<file path="config.mk">
export PLATFORM = sky130hd
export DESIGN_NAME = si570_i2c_target
export DESIGN_NICKNAME = d
export VERILOG_FILES = /design/src/rtl/si570_i2c_target.sv
export SDC_FILE = /design/constraint.sdc
export NUM_CORES = 1
export LEC_CHECK = 0
export CAP_MARGIN = 40
export CORE_MARGIN = 1
export CORE_UTILIZATION = 50
export CTS_BUF_LIST = sky130_fd_sc_hd__clkbuf_8 sky130_fd_sc_hd__clkbuf_16
export CTS_CLUSTER_SIZE = 14
export DETAILED_ROUTE_END_ITERATION = 12
export PLACE_DENSITY_LB_ADDON = 0.05
export SLEW_MARGIN = 20
export SYNTH_ARGS = -nofsm -noshare
export SYNTH_HDL_FRONTEND = slang
export SYNTH_SLANG_ARGS = --single-unit
</file>
<file path="constraint.sdc">
create_clock -name clk -period 2.6 [get_ports clk]
set_clock_uncertainty 0.2 [all_clocks]
set_input_delay 0.26 -clock clk [delete_from_list [all_inputs] [get_ports clk]]
set_output_delay 0.26 -clock clk [all_outputs]
set_load 0.1 [all_outputs]
</file>
<file path="src/rtl/si570_i2c_target.sv">
// si570_i2c_target: Si570-style I2C register target; define SI570_I2C_TARGET_GLITCH_FILTER_EN to add a 3-sample SCL/SDA glitch filter
module si570_i2c_target #(
   parameter logic [6:0] DEVICE_ADDR = 7'h55
) (
   input  logic       clk,
   input  logic       reset_n,
   input  logic       scl_i,
   input  logic       sda_i,
   output logic       sda_oe,
   output logic [7:0] reg_addr,
   output logic [7:0] reg_wdata,
   output logic       reg_we,
   output logic       reg_re,
   input  logic [7:0] reg_rdata,
   output logic       busy
);
   typedef enum logic [3:0] {IDLE, ADDR, ADDR_ACK, PTR, PTR_ACK, WDATA, WDATA_ACK, RFETCH, RDATA, RACK, IGNORE} state_t;
   state_t state, state_d;
   logic [1:0] scl_r, sda_r;
   logic       scl_f, sda_f, scl_d, sda_d;
   logic [2:0] bit_cnt;
   logic [7:0] shreg, ptr, rx_byte;
   logic       scl_rise, scl_fall, start, stop, last, ack_st, shift_st, oe_d, we_set, re_set;
   // two-flop synchronizers; the bus idles high
   always_ff @(posedge clk or negedge reset_n)
      if (!reset_n) begin
         scl_r <= 2'b11;
         sda_r <= 2'b11;
      end else begin
         scl_r <= {scl_r[0], scl_i};
         sda_r <= {sda_r[0], sda_i};
      end
`ifdef SI570_I2C_TARGET_GLITCH_FILTER_EN
   logic [1:0] scl_h, sda_h;
   // a line level is accepted only after three equal consecutive samples
   always_ff @(posedge clk or negedge reset_n)
      if (!reset_n) begin
         scl_h <= 2'b11;
         sda_h <= 2'b11;
         scl_f <= 1'b1;
         sda_f <= 1'b1;
      end else begin
         scl_h <= {scl_h[0], scl_r[1]};
         sda_h <= {sda_h[0], sda_r[1]};
         scl_f <= (scl_r[1] == scl_h[0] && scl_h[0] == scl_h[1]) ? scl_r[1] : scl_f;
         sda_f <= (sda_r[1] == sda_h[0] && sda_h[0] == sda_h[1]) ? sda_r[1] : sda_f;
      end
`else
   assign scl_f = scl_r[1];
   assign sda_f = sda_r[1];
`endif
   // previous conditioned levels for edge detection
   always_ff @(posedge clk or negedge reset_n)
      if (!reset_n) begin
         scl_d <= 1'b1;
         sda_d <= 1'b1;
      end else begin
         scl_d <= scl_f;
         sda_d <= sda_f;
      end
   assign scl_rise = scl_f & ~scl_d;
   assign scl_fall = ~scl_f & scl_d;
   assign start    = scl_f & scl_d & sda_d & ~sda_f;
   assign stop     = scl_f & scl_d & ~sda_d & sda_f;
   assign rx_byte  = {shreg[6:0], sda_f};
   assign last     = scl_rise && bit_cnt == 3'd7;
   assign ack_st   = state inside {ADDR_ACK, PTR_ACK, WDATA_ACK};
   assign shift_st = state inside {ADDR, PTR, WDATA, RDATA};
   assign we_set   = state == WDATA && state_d == WDATA_ACK;
   assign re_set   = state == RFETCH && state_d == RFETCH && !reg_re;
   // next state and next SDA drive; ACK phases use sda_oe itself to tell drive from release
   always_comb begin
      state_d = state;
      oe_d    = 1'b0;
      if (start)
         state_d = ADDR;
      else if (stop)
         state_d = IDLE;
      else
         case (state)
            ADDR:      state_d = last ? (rx_byte[7:1] == DEVICE_ADDR ? ADDR_ACK : IGNORE) : ADDR;
            ADDR_ACK:  state_d = (scl_fall && sda_oe) ? (shreg[0] ? RFETCH : PTR) : ADDR_ACK;
            PTR:       state_d = last ? PTR_ACK : PTR;
            PTR_ACK:   state_d = (scl_fall && sda_oe) ? WDATA : PTR_ACK;
            WDATA:     state_d = last ? WDATA_ACK : WDATA;
            WDATA_ACK: state_d = (scl_fall && sda_oe) ? WDATA : WDATA_ACK;
            RFETCH:    state_d = reg_re ? RDATA : RFETCH;
            RDATA:     state_d = last ? RACK : RDATA;
            RACK:      state_d = scl_rise ? (sda_f ? IGNORE : RFETCH) : RACK;
            default:   state_d = state;
         endcase
      if (!(start || stop))
         oe_d = ack_st           ? sda_oe ^ scl_fall :
                state == RFETCH  ? ((reg_re && !scl_f) ? ~reg_rdata[7] : sda_oe) :
                state == RDATA   ? (scl_fall ? ~shreg[7] : sda_oe) :
                state == RACK    ? sda_oe & ~scl_fall : 1'b0;
   end
   // state register
   always_ff @(posedge clk or negedge reset_n)
      if (!reset_n)
         state <= IDLE;
      else
         state <= state_d;
   // bit counter, shift register, pointer, register strobes and bus outputs
   always_ff @(posedge clk or negedge reset_n)
      if (!reset_n) begin
         bit_cnt   <= 3'd0;
         shreg     <= 8'h00;
         ptr       <= 8'h00;
         reg_we    <= 1'b0;
         reg_re    <= 1'b0;
         reg_addr  <= 8'h00;
         reg_wdata <= 8'h00;
         sda_oe    <= 1'b0;
         busy      <= 1'b0;
      end else begin
         bit_cnt   <= (start || state_d != state) ? 3'd0 : (scl_rise && shift_st) ? bit_cnt + 3'd1 : bit_cnt;
         shreg     <= reg_re ? reg_rdata : (scl_rise && shift_st) ? rx_byte : shreg;
         ptr       <= (reg_we || reg_re) ? ptr + 8'd1 : (state == PTR && state_d == PTR_ACK) ? rx_byte : ptr;
         reg_we    <= we_set;
         reg_re    <= re_set;
         reg_addr  <= (we_set || re_set) ? ptr : reg_addr;
         reg_wdata <= we_set ? rx_byte : reg_wdata;
         sda_oe    <= oe_d;
         busy      <= state == ADDR_ACK ? 1'b1 : (state_d == IDLE || state_d == IGNORE) ? 1'b0 : busy;
      end
endmodule
</file>
# [Word-level counts from Yosys, hierarchy flattened]
# Cells that the tools add are included.
[word_totals] regBits=49 latch_bits=0 mem_bits_rw=0 mem_bits_ro=0 wordCells=103 n_memories=0
[classes] n_addsub=2 mul=0 div=0 n_lt_le_gt_ge=0 n_eq_ne=18 n_shift=0 mux=30 bitwise=16 n_reduce_logical=23
[ops] operator="case mux 4 bit (9 select lines)" n=1
[ops] operator="2-to-1 mux 8 bit" n=4
[ops] operator="equality test 4 x 3 -> 1 bit, second input constant" n=7
[ops] operator="2-to-1 mux 4 bit" n=7
[ops] operator="2-to-1 mux 3 bit" n=5
[ops] operator="equality test 4 bit, second input constant" n=3
[ops] operator="2-to-1 mux 1 bit" n=11
[ops] operator="adder 8 x 1 -> 8 bit, second input constant" n=1
[ops] operator="bitwise AND 1 bit" n=8
[ops] operator="equality test 4 x 2 -> 1 bit, second input constant" n=2
[ops] operator="logical AND 1 bit" n=8
[ops] operator="nonzero test 2 bit" n=4
[ops] operator="equality test 7 bit, second input constant" n=1
[ops] operator="NOT 1 bit" n=7
[ops] operator="logical OR 1 bit" n=5
[ops] operator="!= test 5 x 3 -> 1 bit, second input constant" n=1
[ops] operator="equality test 4 x 1 -> 1 bit, second input constant" n=1
[ops] operator="logical NOT 4 bit" n=1
[ops] operator="2-to-1 mux 2 bit" n=2
[ops] operator="!= test 4 x 2 -> 1 bit, second input constant" n=1
[ops] operator="!= test 4 bit" n=1
[ops] operator="nonzero test 4 bit" n=1
[ops] operator="adder 3 x 1 -> 3 bit, second input constant" n=1
[ops] operator="equality test 3 bit, second input constant" n=1
[ops] operator="4 further kinds" n=5

# [Logic depth before layout (Yosys ltp)]
# Gate-level depths: netlist (run 1).
[depth] ltp_word=11 ltp_mapped=9 ltp_nobuf=8

# [Worst setup path before layout (run 1)]
# Ideal clock, no wire load.
[synth_timing] path_type="reg2reg" startpoint="reg sda_oe" endpoint="reg bit_cnt[1]" setup_ps=129 arrival_ps=2363 t_required_ps=2271 path_slack_ps=-92 stages_incl_launch_ff=8 cell_sequence="dfrtp_1 > ha_1 > a31oi_1 > nor3b_1 > a2111oi_4 > o32a_1 > o2111ai_1 > nor2_1"
[synth_via] elab_chain_len=8 elab_cells_between_ends=11 classes_between="eq/ne (1); mux (7); reduce/logical (3)"
[synth_lines] element="from (decl)" line="9" text="output logic sda_oe,"
[synth_lines] element="from (signal assigned)" line="114" text="sda_oe <= 1'b0;"
[synth_lines] element="from (signal assigned)" line="124" text="sda_oe <= oe_d;"
[synth_lines] element="logical AND 1 bit *" line="82, 84, 86"
[synth_lines] element="2-to-1 mux 2 bit (tied with other cells)" line="86" text="WDATA_ACK: state_d = (scl_fall && sda_oe) ? WDATA : WDATA_ACK;"
[synth_lines] element="case mux 4 bit (9 select lines) *" line="80" text="case (state)"
[synth_lines] element="2-to-1 mux 4 bit *" line="77" text="else if (stop)"
[synth_lines] element="2-to-1 mux 4 bit *" line="75" text="if (start)"
[synth_lines] element="!= test 4 bit *" line="117" text="bit_cnt <= (start || state_d != state) ? 3'd0 : (scl_rise && shift_st) ? bit_cnt + 3'd1 : bit_cnt;"
[synth_lines] element="logical OR 1 bit *" line="117"
[synth_lines] element="2-to-1 mux 3 bit or nonzero test 2 bit (tied branches)"
[synth_lines] element="to (signal assigned)" line="117"
[synth_lines] element="to (decl)" line="21" text="logic [2:0] bit_cnt;"
# Every way passes the cells marked *; elsewhere a longest branch is shown, timed or not.
# A chain may end at the register's enable or synchronous reset.

# [Worst setup path in the final report (run 1)]
[layout_timing] startpoint="reg scl_r[1]" endpoint="reg bit_cnt[1]"
[layout_via] elab_chain_len=10 elab_cells_between_ends=26 classes_between="eq/ne (1); mux (12); bitwise (8); reduce/logical (5)"
[layout_lines] element="from (decl)" line="19" text="logic [1:0] scl_r, sda_r;"
[layout_lines] element="from (signal assigned)" line="30" text="scl_r <= {scl_r[0], scl_i};"
[layout_lines] element="NOT 1 bit" line="62" text="assign scl_fall = ~scl_f & scl_d;"
[layout_lines] element="bitwise AND 1 bit" line="62"
[layout_lines] element="logical AND 1 bit" line="82, 84, 86"
[layout_lines] element="2-to-1 mux 2 bit (tied with other cells)" line="86"
[layout_lines] element="case mux 4 bit (9 select lines)" line="80"
[layout_lines] element="2-to-1 mux 4 bit" line="77"
[layout_lines] element="2-to-1 mux 4 bit" line="75"
[layout_lines] element="!= test 4 bit" line="117"
[layout_lines] element="logical OR 1 bit" line="117"
[layout_lines] element="2-to-1 mux 3 bit or nonzero test 2 bit (tied branches)"
# Parallel ways exist; a longest one is shown, timed or not.

==> results.json, run 1 <==
{
  "period_needed_ps": 2480,
  "viasPerCell": 5.68,
  "status": "complete, no violations",
  "final_layout_size_suffix_gt1_share_pct": 27.6,
  "drv_cap": 0,
  "power_density_nw_per_um2": 679,
  "slew_headroom_pct": 64.4,
  "die_w_um": 75.6,
  "grt_pass1_wl_um": 10200,
  "track_usage_pct": 24.6,
  "area_growth_pct": 21.1,
  "period_share_pct": 95.5,
  "avgSynthCellArea_um2": 10.2,
  "routabilityCongestion": 0.880,
  "synth_area_leaders": "dfrtp_1 (40%), mux2_2 (6.2%), dfstp_2 (5.8%)",
  "cts-buffers-inserted": 5,
  "ant_nets": 0,
  "route.met3.wl_um": 188,
  "cts_sinks": 49,
  "clkLatencyLatePin_ps": 300,
  "cts_tree": "done",
  "critPathKind": "flop to flop",
  "crit_fanout": 7,
  "worstMarginPinSlew_ps": 534,
  "end_kind": "flop",
  "synth_common_cells": "dfrtp_1 (43), nand2_1 (26), nor2_1 (23), o21ai_0 (21), mux2_2 (15)",
  "wl_um": 6350,
  "io_pins": 32,
  "cts_root_buf": "clkbuf_8",
  "setup_ws_ps": 117,
  "final_max_slew_viol_count": 0,
  "hold_viol_final": 0,
  "cp.required_ps": 2630,
  "leakage_nw": 1.52,
  "post-synth-top-count-cell": "dfrtp_1",
  "min_from": "sda_r[0]",
  "drt-met1-wl_um": 2840,
  "syn_area_um2": 2710,
  "die_area_um2": 5720,
  "setup_violations": 0,
  "synthFlopType": "dfrtp_1",
  "route.met2.wl_um": 3140,
  "first_iter_violations": 110,
  "yosys.area.top_type": "dfrtp_1",
  "h-tree-depth": 2,
  "ys_ff_latch": 49,
  "p_total_w": 0.00223,
  "grt.overflow.total": 0,
  "coreArea_um2": 5170,
  "synthCells": 266,
  "arrival_ps": 2520,
  "syn_nets": 284,
  "cp-start-kind": "flop",
  "drc": 0,
  "synth-seq-area-share_pct": 45.5,
  "ys_types": 54,
  "startpoint": "scl_r[1]",
  "io_buffers": 31,
  "hpwl_um": 4730,
  "holdCritPathClass": "flop to flop",
  "grt_max_degree": 25,
  "timing.fmax_mhz": 403,
  "routedWlPerCell_um": 16.6,
  "dr.max_layer_used": "met4",
  "clkTransAtPathRegs_ps": 90,
  "vias": 2169,
  "rows": 26,
  "firstDrtPassIters": 4,
  "place_ws_ps": 127,
  "clk_path_buf_depth": 2,
  "r2r_slack_ps": 120,
  "yosys_warnings": 0,
  "synth_top_area_share_pct": 39.7,
  "nets": 329,
  "synth_edf_count": 0,
  "async_reset_ff_share_pct": 100,
  "start_util_pct": 52.4,
  "antenna_found_initial": 0,
  "grt_pass1_vias": 2076,
  "die_h_um": 75.6,
  "antenna_cells": 0,
  "timing.rr.start": "scl_r[1]",
  "ir_drop_mv": 0.324
}
registers in the layout, indices dropped and copies added, names as in the netlist, 2 cells and up:
name	count
bit_cnt	3
sda_r	2
reg_wdata	8
state	4
shreg	8
reg_addr	8
ptr	8
scl_r	2
kinds of logic after synthesis:
| family | after synthesis | share of synthesized area (%) |
|---|---|---|
| and+or+nand+nor | 106 | 22.5 |
| muxes | 25 | 9.92 |
| AOI/OAI and AO/OA | 57 | 14.4 |
| adders and majority gates | 6 | 2.77 |
| xor gates and xnor gates | 4 | 1.29 |
| buffers and inverters | 19 | 3.55 |
| DFF | 49 | 45.5 |
layout make-up:
cell class	count	area, um^2
flip-flops and latches	49	1240
inverters	4	15.0
well taps	70	87.6
repair buffers	53	423
fillers	437	1890
clock inverters	2	33.8
multi-input cells	198	1400
clock buffers	6	82.6
power breakdown:
| group | switching (W) | total (W) | leakage (nW) | internal [W] |
|---|---|---|---|---|
| Clock | 0.000248 | 0.000558 | 0.0626 | 0.000310 |
| Sequential | 0.000146 | 0.00101 | 0.628 | 0.000860 |
| Combinational | 0.000366 | 0.000667 | 0.828 | 0.000301 |
| Total | 0.000760 | 0.00223 | 1.52 | 0.00147 |
critical path, stage by stage (launching register included):
cell	delay (ps)
dfstp_2	610
nor2b_1	90
ha_1	180
a32o_1	240
or3_1	420
a221oi_4	330
o2111ai_2	210
nor2_1	140
final timing paths:
path | endpoint | depth (start not counted)
max | bit_cnt[1] | 7
min | sda_r[1] | 0
max reg2reg | bit_cnt[1] | 7
min reg2reg | sda_r[1] | 0
max in group asynchronous | sda_d | 3
min in group asynchronous | busy | 2
metrics by stage:
| stage | instances | area, um^2 | utilization (%) | hold slack, ps | TNS (ps) |
|---|---|---|---|---|---|
| after floorplan | 266 | 2710 | - | -236 | 0 |
| after global placement | 372 | 3130 | 60.4 | 74.3 | 0 |
| after detailed placement | 372 | 3130 | 60.4 | 76.6 | 0 |
| after CTS | 381 | 3250 | 62.9 | 151 | 0 |
| after global routing | 382 | 3280 | 63.5 | 157 | -5.84 |
| final | 382 | 3280 | 63.5 | 158 | 0 |
metal layers:
| metal | global-route usage [%] | vias up |
|---|---|---|
| met2 | 39.9 | 50 |
| li1 | - | 1057 |
| met4 | 11.7 | 0 |
| met5 | 0 | - |
| met3 | 4.37 | 11 |
| met1 | 32.0 | 1051 |
cells in the final DEF (no fill, tap or decap), types with 9 or more instances in the layout:
master	Yosys	layout
nor2_1	23	23
nor2b_1	9	9
dfrtp_1	43	40
mux2_2	15	15
nand2_1	26	26
buf_4	2	41
clkdlybuf4s50_1	0	10
mux2i_1	10	10
a21oi_1	9	9
o21ai_0	21	21
timing repair:
item                       4_1_cts  5_1_grt
hold buffers                     1        0
gates resized for setup          0        4
setup endpoints to repair        0        3
buffers inserted                 0        1
hold endpoints to repair        17        0
(Power assumes the default switching activity.)
==> run 2: changes to the inputs <==
Settings changed: CORE_UTILIZATION 50 to 56.
Clock period 2.6 ns to 2.45 ns, I/O delays scaled along.
==> results.json, run 2 (same netlist as run 1, synthesis figures left out) <==
{
  "rows": 24,
  "p_int_w": 0.00163,
  "viasPerCell": 5.94,
  "vias": 2157,
  "cp-start-kind": "flop",
  "clkTransAtPathRegs_ps": 90,
  "timing.fmax_mhz": 429,
  "clk_path_buf_depth": 2,
  "routedWlPerCell_um": 16.8,
  "antenna_found_initial": 0,
  "period_needed_ps": 2330,
  "track_usage_pct": 26.6,
  "final_max_slew_viol_count": 0,
  "layout.cells.most_common": "buf_4",
  "p_total_w": 0.00243,
  "start_util_pct": 60.2,
  "drv_cap": 0,
  "area_growth_pct": 21.6,
  "end_kind": "flop",
  "routabilityCongestion": 0.892,
  "die_w_um": 71.6,
  "die_area_um2": 5120,
  "comb_power_share_pct": 28.1,
  "cp.required_ps": 2430,
  "antenna_cells": 0,
  "fin_cells": 363,
  "crit_fanout": 4,
  "hold_viol_final": 0,
  "cpPeakStageDelay_ps": 540,
  "fin_area_um2": 3300,
  "h-tree-depth": 2,
  "clkPwrFrac_pct": 27.8,
  "first_iter_violations": 144,
  "arrival_ps": 2310,
  "io_pins": 32,
  "clkLatencyLatePin_ps": 300,
  "firstDrtPassIters": 4,
  "drc": 0,
  "crit_chain": "nor2b_4, ha_4, a31oi_1, nor3b_2, a2111oi_4, o32a_1, o2111ai_2, nor2_1",
  "period_share_pct": 95.1,
  "status": "complete, no violations",
  "cts_tree": "done",
  "critPathKind": "flop to flop",
  "die_h_um": 71.6,
  "ir_drop_mv": 0.498,
  "setup_tns_ps": 0,
  "final_cell_mix": "buf_4 (39), dfrtp_1 (37), nand2_1 (25), nor2_1 (23), o21ai_0 (21)",
  "grt.overflow.total": 0,
  "ant_nets": 0,
  "cts-buffers-inserted": 5,
  "cts_sinks": 49,
  "cts_root_buf": "clkbuf_8",
  "slew_headroom_pct": 55.3,
  "worstMarginPinSlew_ps": 670,
  "place_area_um2": 3120,
  "placed_cells": 354,
  "grt_pass1_vias": 2161,
  "setup_violations": 0,
  "final_layout_size_suffix_gt1_share_pct": 29.6,
  "grt_pass1_wl_um": 10500,
  "post_cts_buffers": 0,
  "nets": 328,
  "power.share.sequential_pct": 44.0,
  "holdCritPathClass": "input pin to flop",
  "leakage_nw": 1.52,
  "wl_um": 6080,
  "power_density_nw_per_um2": 736,
  "p_sw_share_pct": 32.7,
  "fin_util_pct": 73.2,
  "critPathSlowestCell": "dfstp_2",
  "hpwl_um": 4500,
  "coreArea_um2": 4500,
  "grt_max_degree": 31,
  "rsz0062_at_grt": "false",
  "io_buffers": 31,
  "p_switching_w": 0.000793
}
run 2: cell count changes in the layout (fill, tap and decap cells not counted), sizes merged:
cell,delta
buf,-1
bufinv,+1
clkbuf,-1
clkinv,+1
inv,-1
run 2: stage by stage:
stage               hold slack (ps)  setup slack (ps)
global route                    154              5.88
finish                          157               119
CTS                             153              23.2
floorplan                      -251              46.3
global placement                108              72.6
detailed placement              117             -7.63
run 2: worst paths after layout:
| check | startpoint | to | slack (ps) | cells after the start |
|---|---|---|---|---|
| max in group asynchronous | reset_n | reg_addr[7] | 1110 | 3 |
| worst min register to register | sda_r[0] | sda_r[1] | 160 | 0 |
| worst min-delay path | sda_i | sda_r[0] | 160 | 1 |
| worst max-delay path | scl_d | bit_cnt[1] | 120 | 8 |
| min in group asynchronous | reset_n | sda_oe | 330 | 2 |
| worst max register to register | scl_d | bit_cnt[1] | 120 | 8 |
run 2: layout make-up:
type                            count  area, um^2
Clock buffer                        5        68.8
Fill cell                         318        1210
Multi-Input combinational cell    198        1420
Tap cell                           52        65.1
Inverter                            4        15.0
Timing Repair Buffer               52         428
Clock inverter                      3        65.1
Sequential cell                    49        1240
run 2: power by group through the flow:
stage | registers [W] | clock network [W] | logic (W)
2_1_floorplan | 0.00101 | 0 | 0.000509
3_3_place_gp | 0.00108 | 0 | 0.000660
3_5_place_dp | 0.00108 | 0 | 0.000662
4_1_cts | 0.00106 | 0.000688 | 0.000679
5_1_grt | 0.00108 | 0.000722 | 0.000764
6_report | 0.00107 | 0.000675 | 0.000683
run 2: timing repair:
item / 4_1_cts / 5_1_grt
resized for setup: 1 / 9
hold buffers: 1 / 0
setup endpoints to repair: 3 / 11
endpoints found under the hold margin: 22 / 0
pin swaps: 0 / 4
run 2: worst max-delay path, delay by kind of cell (launching register included):
| family | cells | cell delay, ps |
|---|---|---|
| compound gates | 4 | 800 |
| simple gates | 3 | 520 |
| flops | 1 | 540 |
| fa+ha+maj | 1 | 150 |
run 2: layer usage:
| metal | vias up | part of all wire, % | global-route usage, % |
|---|---|---|---|
| li1 | 1045 | - | - |
| met1 | 1054 | 46 | 36.5 |
| met2 | 52 | 50 | 44.6 |
| met3 | 6 | 3.0 | 3.52 |
| met4 | 0 | 1.2 | 8.06 |
| met5 | - | 0 | 0 |
